<file path="config.mk">
export PLATFORM = sky130hd
export DESIGN_NAME = dcache_wt
export DESIGN_NICKNAME = d
export VERILOG_FILES = /design/src/rtl/dcache_wt.sv
export SDC_FILE = /design/constraint.sdc
export NUM_CORES = 1
export LEC_CHECK = 0
export BUFFER_PORTS_ARGS = -buffer_cell sky130_fd_sc_hd__buf_2
export CORE_MARGIN = 2
export CORE_UTILIZATION = 40
export DETAILED_ROUTE_END_ITERATION = 12
export GPL_ROUTABILITY_DRIVEN = 0
export GPL_TIMING_DRIVEN = 0
export PLACE_DENSITY = 0.66
export SLEW_MARGIN = 20
export SYNTH_ARGS = -nofsm -noshare
export SYNTH_HDL_FRONTEND = slang
export SYNTH_SLANG_ARGS = --single-unit
</file>
<file path="constraint.sdc">
create_clock -name clk -period 8.6 [get_ports clk]
set_input_delay 0.43 -clock clk [delete_from_list [all_inputs] [get_ports clk]]
set_output_delay 0.43 -clock clk [all_outputs]
set_load 0.03 [all_outputs]
</file>
<file path="src/rtl/dcache_wt.sv">
// dcache_wt: direct-mapped, write-through, no-write-allocate data cache with
// one-word lines, placed between a single-issue core and a fixed-latency
// 4-byte-lane data memory.
//
// Optional feature macro: DCACHE_STATS_EN
//   Defined   -> adds hit_count / miss_count outputs (wrapping, cleared by reset).
//   Undefined -> no counters and no counter ports.
//
// Core handshake: the core raises core_req with core_we/core_addr/core_wdata
// and must keep them stable for as long as core_stall is high. A request is
// retired in the first cycle in which core_req=1 and core_stall=0: either an
// IDLE read hit (data presented combinationally) or the RESP cycle that ends a
// miss or a write. In RESP the request is dropped by the cache whatever
// core_req shows; a new request is only looked at in IDLE the cycle after.
//
// Memory side: mem_addr and mem_data_in come straight from the request
// registers. mem_write_en is high for exactly MEM_LAT cycles per store.
// A read miss holds mem_addr for MEM_LAT cycles and samples mem_data_out in
// the last of them.
module dcache_wt #(
  parameter int  ADDR_W  = 32,
  parameter int  INDEX_W = 4,
  parameter int  MEM_LAT = 4,
  localparam int TAG_W   = ADDR_W - INDEX_W - 2
) (
  input  logic              clk,
  input  logic              reset,
  input  logic              core_req,
  input  logic              core_we,
  input  logic [ADDR_W-1:0] core_addr,
  input  logic [31:0]       core_wdata,
  output logic [31:0]       core_rdata,
  output logic              core_stall,
  output logic [ADDR_W-1:0] mem_addr,
  output logic [31:0]       mem_data_in,
  input  logic [31:0]       mem_data_out,
  output logic              mem_write_en,
`ifdef DCACHE_STATS_EN
  output logic [31:0]       hit_count,
  output logic [31:0]       miss_count,
`endif
  output logic [1:0]        dbg_state_o
);

  localparam int LINES = 1 << INDEX_W;
  localparam int CNT_W = (MEM_LAT > 1) ? $clog2(MEM_LAT) : 1;
  localparam int WA_W  = ADDR_W - 2;

  typedef enum logic [1:0] {
    S_IDLE  = 2'd0,
    S_RMISS = 2'd1,
    S_WRITE = 2'd2,
    S_RESP  = 2'd3
  } state_t;

  state_t            state_q, state_d;
  logic [CNT_W-1:0]  cnt_q, cnt_d;
  logic [WA_W-1:0]   waddr_q, waddr_d;   // word address of the pending request
  logic [31:0]       wdata_q, wdata_d;
  logic [31:0]       rdata_q, rdata_d;   // response / hold register for core_rdata

  logic [LINES-1:0]  valid_q;
  logic [TAG_W-1:0]  tag_q  [LINES];
  logic [31:0]       data_q [LINES];

  // Request decode (live core address) and pending-request decode (registers)
  logic [INDEX_W-1:0] req_idx;
  logic [TAG_W-1:0]   req_tag;
  logic               req_hit;
  logic [INDEX_W-1:0] reg_idx;
  logic [TAG_W-1:0]   reg_tag;
  logic               reg_hit;
  logic               last_cycle;

  // Control strobes from the FSM
  logic               hit_rd;      // IDLE read hit this cycle
  logic               miss_start;  // IDLE read miss this cycle
  logic               fill_en;     // last RMISS cycle: install memory data
  logic               wr_upd_en;   // last WRITE cycle on a resident line

  // Byte-offset bits never select anything in a word-wide cache.
  logic               unused_addr_bits;
  assign unused_addr_bits = ^core_addr[1:0];

  assign req_idx    = core_addr[INDEX_W+1:2];
  assign req_tag    = core_addr[ADDR_W-1:INDEX_W+2];
  assign req_hit    = valid_q[req_idx] && (tag_q[req_idx] == req_tag);
  assign reg_idx    = waddr_q[INDEX_W-1:0];
  assign reg_tag    = waddr_q[WA_W-1:INDEX_W];
  assign reg_hit    = valid_q[reg_idx] && (tag_q[reg_idx] == reg_tag);
  assign last_cycle = (cnt_q == CNT_W'(MEM_LAT - 1));

  assign mem_addr    = {waddr_q, 2'b00};
  assign mem_data_in = wdata_q;
  assign dbg_state_o = state_q;

  // Read hits bypass the hold register so the data is visible in the same cycle
  assign core_rdata = hit_rd ? data_q[req_idx] : rdata_q;

  // Next-state and output decode for the request FSM
  always_comb begin
    state_d      = state_q;
    cnt_d        = cnt_q;
    waddr_d      = waddr_q;
    wdata_d      = wdata_q;
    core_stall   = 1'b0;
    mem_write_en = 1'b0;
    hit_rd       = 1'b0;
    miss_start   = 1'b0;
    fill_en      = 1'b0;
    wr_upd_en    = 1'b0;
    unique case (state_q)
      S_IDLE: begin
        if (core_req) begin
          if (core_we) begin
            core_stall = 1'b1;
            waddr_d    = core_addr[ADDR_W-1:2];
            wdata_d    = core_wdata;
            cnt_d      = '0;
            state_d    = S_WRITE;
          end else if (req_hit) begin
            hit_rd = 1'b1;
          end else begin
            core_stall = 1'b1;
            miss_start = 1'b1;
            waddr_d    = core_addr[ADDR_W-1:2];
            cnt_d      = '0;
            state_d    = S_RMISS;
          end
        end
      end
      S_RMISS: begin
        core_stall = 1'b1;
        cnt_d      = cnt_q + CNT_W'(1);
        if (last_cycle) begin
          fill_en = 1'b1;
          cnt_d   = '0;
          state_d = S_RESP;
        end
      end
      S_WRITE: begin
        core_stall   = 1'b1;
        mem_write_en = 1'b1;
        cnt_d        = cnt_q + CNT_W'(1);
        if (last_cycle) begin
          // No allocate: only a line already holding this address is refreshed
          wr_upd_en = reg_hit;
          cnt_d     = '0;
          state_d   = S_RESP;
        end
      end
      S_RESP: begin
        state_d = S_IDLE;
      end
      default: begin
        state_d = S_IDLE;
      end
    endcase
  end

  // Response/hold register: follows the most recent load data shown to the core
  always_comb begin
    rdata_d = rdata_q;
    if (hit_rd) begin
      rdata_d = data_q[req_idx];
    end else if (fill_en) begin
      rdata_d = mem_data_out;
    end
  end

  // FSM state, beat counter and request registers
  always_ff @(posedge clk) begin
    if (reset) begin
      state_q <= S_IDLE;
      cnt_q   <= '0;
      waddr_q <= '0;
      wdata_q <= '0;
      rdata_q <= '0;
    end else begin
      state_q <= state_d;
      cnt_q   <= cnt_d;
      waddr_q <= waddr_d;
      wdata_q <= wdata_d;
      rdata_q <= rdata_d;
    end
  end

  // Valid bits: cleared by reset, set when a miss fills its line
  always_ff @(posedge clk) begin
    if (reset) begin
      valid_q <= '0;
    end else if (fill_en) begin
      valid_q[reg_idx] <= 1'b1;
    end
  end

  // Tag/data arrays; contents are don't-care while the valid bit is low
  always_ff @(posedge clk) begin
    if (fill_en) begin
      tag_q[reg_idx]  <= reg_tag;
      data_q[reg_idx] <= mem_data_out;
    end else if (wr_upd_en) begin
      data_q[reg_idx] <= wdata_q;
    end
  end

`ifdef DCACHE_STATS_EN
  logic [31:0] hit_cnt_q, miss_cnt_q;

  // Hit/miss statistics for loads; stores are not counted
  always_ff @(posedge clk) begin
    if (reset) begin
      hit_cnt_q  <= '0;
      miss_cnt_q <= '0;
    end else begin
      if (hit_rd)     hit_cnt_q  <= hit_cnt_q + 32'd1;
      if (miss_start) miss_cnt_q <= miss_cnt_q + 32'd1;
    end
  end

  assign hit_count  = hit_cnt_q;
  assign miss_count = miss_cnt_q;
`endif

endmodule
</file>
==> impl_metrics.toml <==
[status]
status = "complete, no violations"

[timing]
rsz0062_at_grt = "false"
min_period_ns = 6.80
relSlewSlack_pct = 18.8
timing.final.crit_share_pct = 79.1
hold_viol_final = 0
setup-violations-final = 0
max_freq_mhz = 147
drv_slew = 0
skew_ns = 0.0591
tightest_slew_ns = 1.22

[grt]
grt.total_usage_pct = 23.3
grt_first_pass_wirelength_mm = 192
grt_antenna_before_repair = 6
grt_pass1_vias = 26628
grt_overflow = 0
grt_max_degree = 21

[place]
dp_cells = 4160
place.port_buffers = 194
dpl_cell_area_mm2 = 0.0493
hpwl_mm = 95.1

[floorplan]
io_pins = 200
die_area_mm2 = 0.115
rows = 122
die_w_um = 339
die_h_um = 339
core_mm2 = 0.111
start_util_pct = 40.4

[clock_tree]
insertion_delay_ns = 0.72
cts_buffers = 104
h-tree-depth = 3
post_cts_buffers = 0
clkTransAtPathRegs_ns = 0.06
clkSinkCount = 1046
clk_path_buf_depth = 3
tritoncts = "yes"
root_buffer = "clkbuf_16"
cts_resized = 0

[synth]
syn_area_mm2 = 0.0448
yosysSeqAreaShare_pct = 67.5
syn_inst = 2371
yosysWarningCount = 0
synth_cell_types = 58
ys_async_sr_fraction_pct = 0
synth_edf_count = 928
avgSynthCellArea_um2 = 18.9
ys_seq_elements = 1046
ys.flop_type = "edfxtp_1"

[setup_path]
critPathLaunchType = "flip-flop"
ff2ff_setup_slack_ns = 1.80
worstPathRequired_ns = 9.01
timing.rr.end = "data_q[4][14]$_DFFE_PP_"
r2r_cells = 14
worstSetupEndpointType = "flip-flop"
cp.arrival_ns = 7.21
crit_type = "flip-flop to flip-flop"
worstPathMaxFanout = 10

[min_path]
hp-class = "primary input to flip-flop"
hp-start = "core_addr[25]"
hold_depth = 3
min_to = "waddr_q[23]$_SDFFE_PP0P_"

[layout]
drive_above_1_share_pct = 35.3
stdcell_count = 4391
syn2layout_area_growth_pct = 18.4
final_cell_area_mm2 = 0.0530
finalNetCount = 2917

[pwr]
p_sw_uw = 3050
p_leak_uw = 0.0175
ir_worst_vdd_mv = 0.166
p_seq_share_pct = 49.0
combPwrFrac_pct = 12.6
clkPwrFrac_pct = 38.4
power.internal_uw = 8800
power_density_mw_per_mm2 = 224
netSwitchingFraction_pct = 25.8

[route]
finalWirelength_mm = 135
first_iter_violations = 3468
ant_nets = 0
dr_total_vias = 26425
drc = 0
wire_per_inst_um = 30.8
avgViaCountPerCell = 6.02
firstDrtPassIters = 6

[run]
cap_violations = 0
==> critical path: stages, from the launching register on <==
cell	delay [ns]
dfxtp_1	0.32
clkbuf_1	0.44
clkbuf_1	0.90
buf_2	0.53
mux4_2	0.57
xnor2_1	0.30
nand4_1	0.18
nor4_1	0.80
nand4_1	0.19
o21ai_1	0.53
nand2b_1	0.38
nor3_2	0.75
buf_6	0.25
buf_6	0.15
buf_4	0.20
==> cell usage after synthesis (all sizes together), types with 3 or more instances <==
library cell | number | area (µm²)
a31oi | 3 | 18.8
a221oi | 4 | 47.6
buf | 87 | 582
a22o | 6 | 52.6
mux2 | 35 | 394
a22oi | 14 | 105
a21o | 36 | 270
nand4 | 10 | 68.8
nor2 | 89 | 334
xnor2 | 40 | 350
and4b | 3 | 30.0
nor2b | 9 | 56.3
nand3 | 42 | 210
edfxtp | 928 | 27900
nor4 | 5 | 31.3
a211oi | 4 | 30.0
and3 | 3 | 18.8
xor2 | 17 | 149
a21oi | 74 | 438
inv | 35 | 131
ha | 6 | 75.1
nand2b | 11 | 68.8
nand2 | 145 | 589
o21ai | 37 | 185
clkbuf | 74 | 278
nor3 | 17 | 96.4
mux4 | 380 | 8560
mux2i | 121 | 1210
dfxtp | 118 | 2360
==> per-stage QoR <==
stage	hold slack (ns)	utilization [%]	setup WS [ns]	TNS, ns	total power (µW)
2_1_floorplan	0.447	-	3.04	0	6810
6_report	0.0266	47.9	1.80	0	11900
5_1_grt	0.0546	47.9	1.62	0	12200
3_5_place_dp	0.465	44.5	1.99	0	7380
4_1_cts	0.00583	47.9	1.96	0	11900
3_3_place_gp	0.453	43.0	-2.18	-346.18	7320
==> worst max-delay path by stage <==
stage	cells past startpoint	slack (ns)	endpoint
floorplan	11	3.04	data_q[12][0]$_DFFE_PP_
global placement	5	-2.18	tag_q[1][2]$_DFFE_PP_
detailed placement	14	1.99	data_q[4][14]$_DFFE_PP_
CTS	14	1.96	data_q[4][14]$_DFFE_PP_
global route	14	1.62	data_q[4][14]$_DFFE_PP_
finish	14	1.80	data_q[4][14]$_DFFE_PP_
==> state kept, by name (all words and copies together) (netlist names), named ones only <==
register,cells
cnt_q,2
valid_q,16
tag_q,416
waddr_q,30
mem_data_in,32
data_q,512
dbg_state_o,2
rdata_q,32
==> power groups by stage <==
stage          Combinational [µW]  Clock, µW  Sequential [µW]
5_1_grt                      1560       4800             5820
3_3_place_gp                 1430          0             5890
3_5_place_dp                 1460          0             5910
2_1_floorplan                 866          0             5940
6_report                     1490       4560             5800
4_1_cts                      1480       4590             5800
==> cell families after synthesis <==
group                    synth area share, %
buffers and inverters                   2.21
multiplexers                            22.7
XOR/XNOR                                1.11
adder cells (fa/ha/maj)                0.168
AO/OA/AOI/OAI                           2.84
other                                0.00837
AND/OR/NAND/NOR                         3.46
flip-flops                              67.5
==> cell usage in the layout, fill, tap and decap left out, drive strengths merged, types with 2 or more instances in the layout <==
cell type	synthesis	routed
a211oi	4	4
a21o	36	36
a21oi	74	74
a221oi	4	4
a22o	6	6
a22oi	14	14
a31oi	3	3
and3	3	3
and4b	3	3
buf	87	386
bufinv	0	9
clkbuf	74	206
clkinv	0	52
clkinvlp	0	3
conb	1	2
dfxtp	118	118
dlygate4sd3	0	33
edfxtp	928	928
ha	6	6
inv	35	37
mux2	35	35
mux2i	121	121
mux4	380	380
nand2	145	145
nand2b	11	11
nand3	42	42
nand4	10	10
nor2	89	89
nor2b	9	9
nor3	17	17
nor4	5	5
o21ai	37	37
xnor2	40	40
xor2	17	17
==> final cells by class <==
cell class              count  area, µm²
fillers                  9100      57800
flip-flops and latches   1046      30200
multi-input cells        1130      13800
clock buffers             131       2760
repair buffers            333       2740
well taps                1488       1860
plain buffers             161        866
clock inverters            66        672
inverters                  35        131
diodes                      1       2.50
==> metal layers <==
layer / global-route usage, % / up-vias / share of wire, %
met2: 37.5 / 1600 / 48
met5: 0 / - / 0.0074
met4: 7.84 / 2 / 3.4
met1: 31.0 / 13995 / 38
met3: 5.69 / 269 / 11
li1: - / 10559 / -
==> what timing repair did <==
item                                    CTS  global route
hold buffers                             33             0
hold endpoints to repair                 33             0
endpoints found under the setup margin    0             0
(Power assumes the default switching activity.)
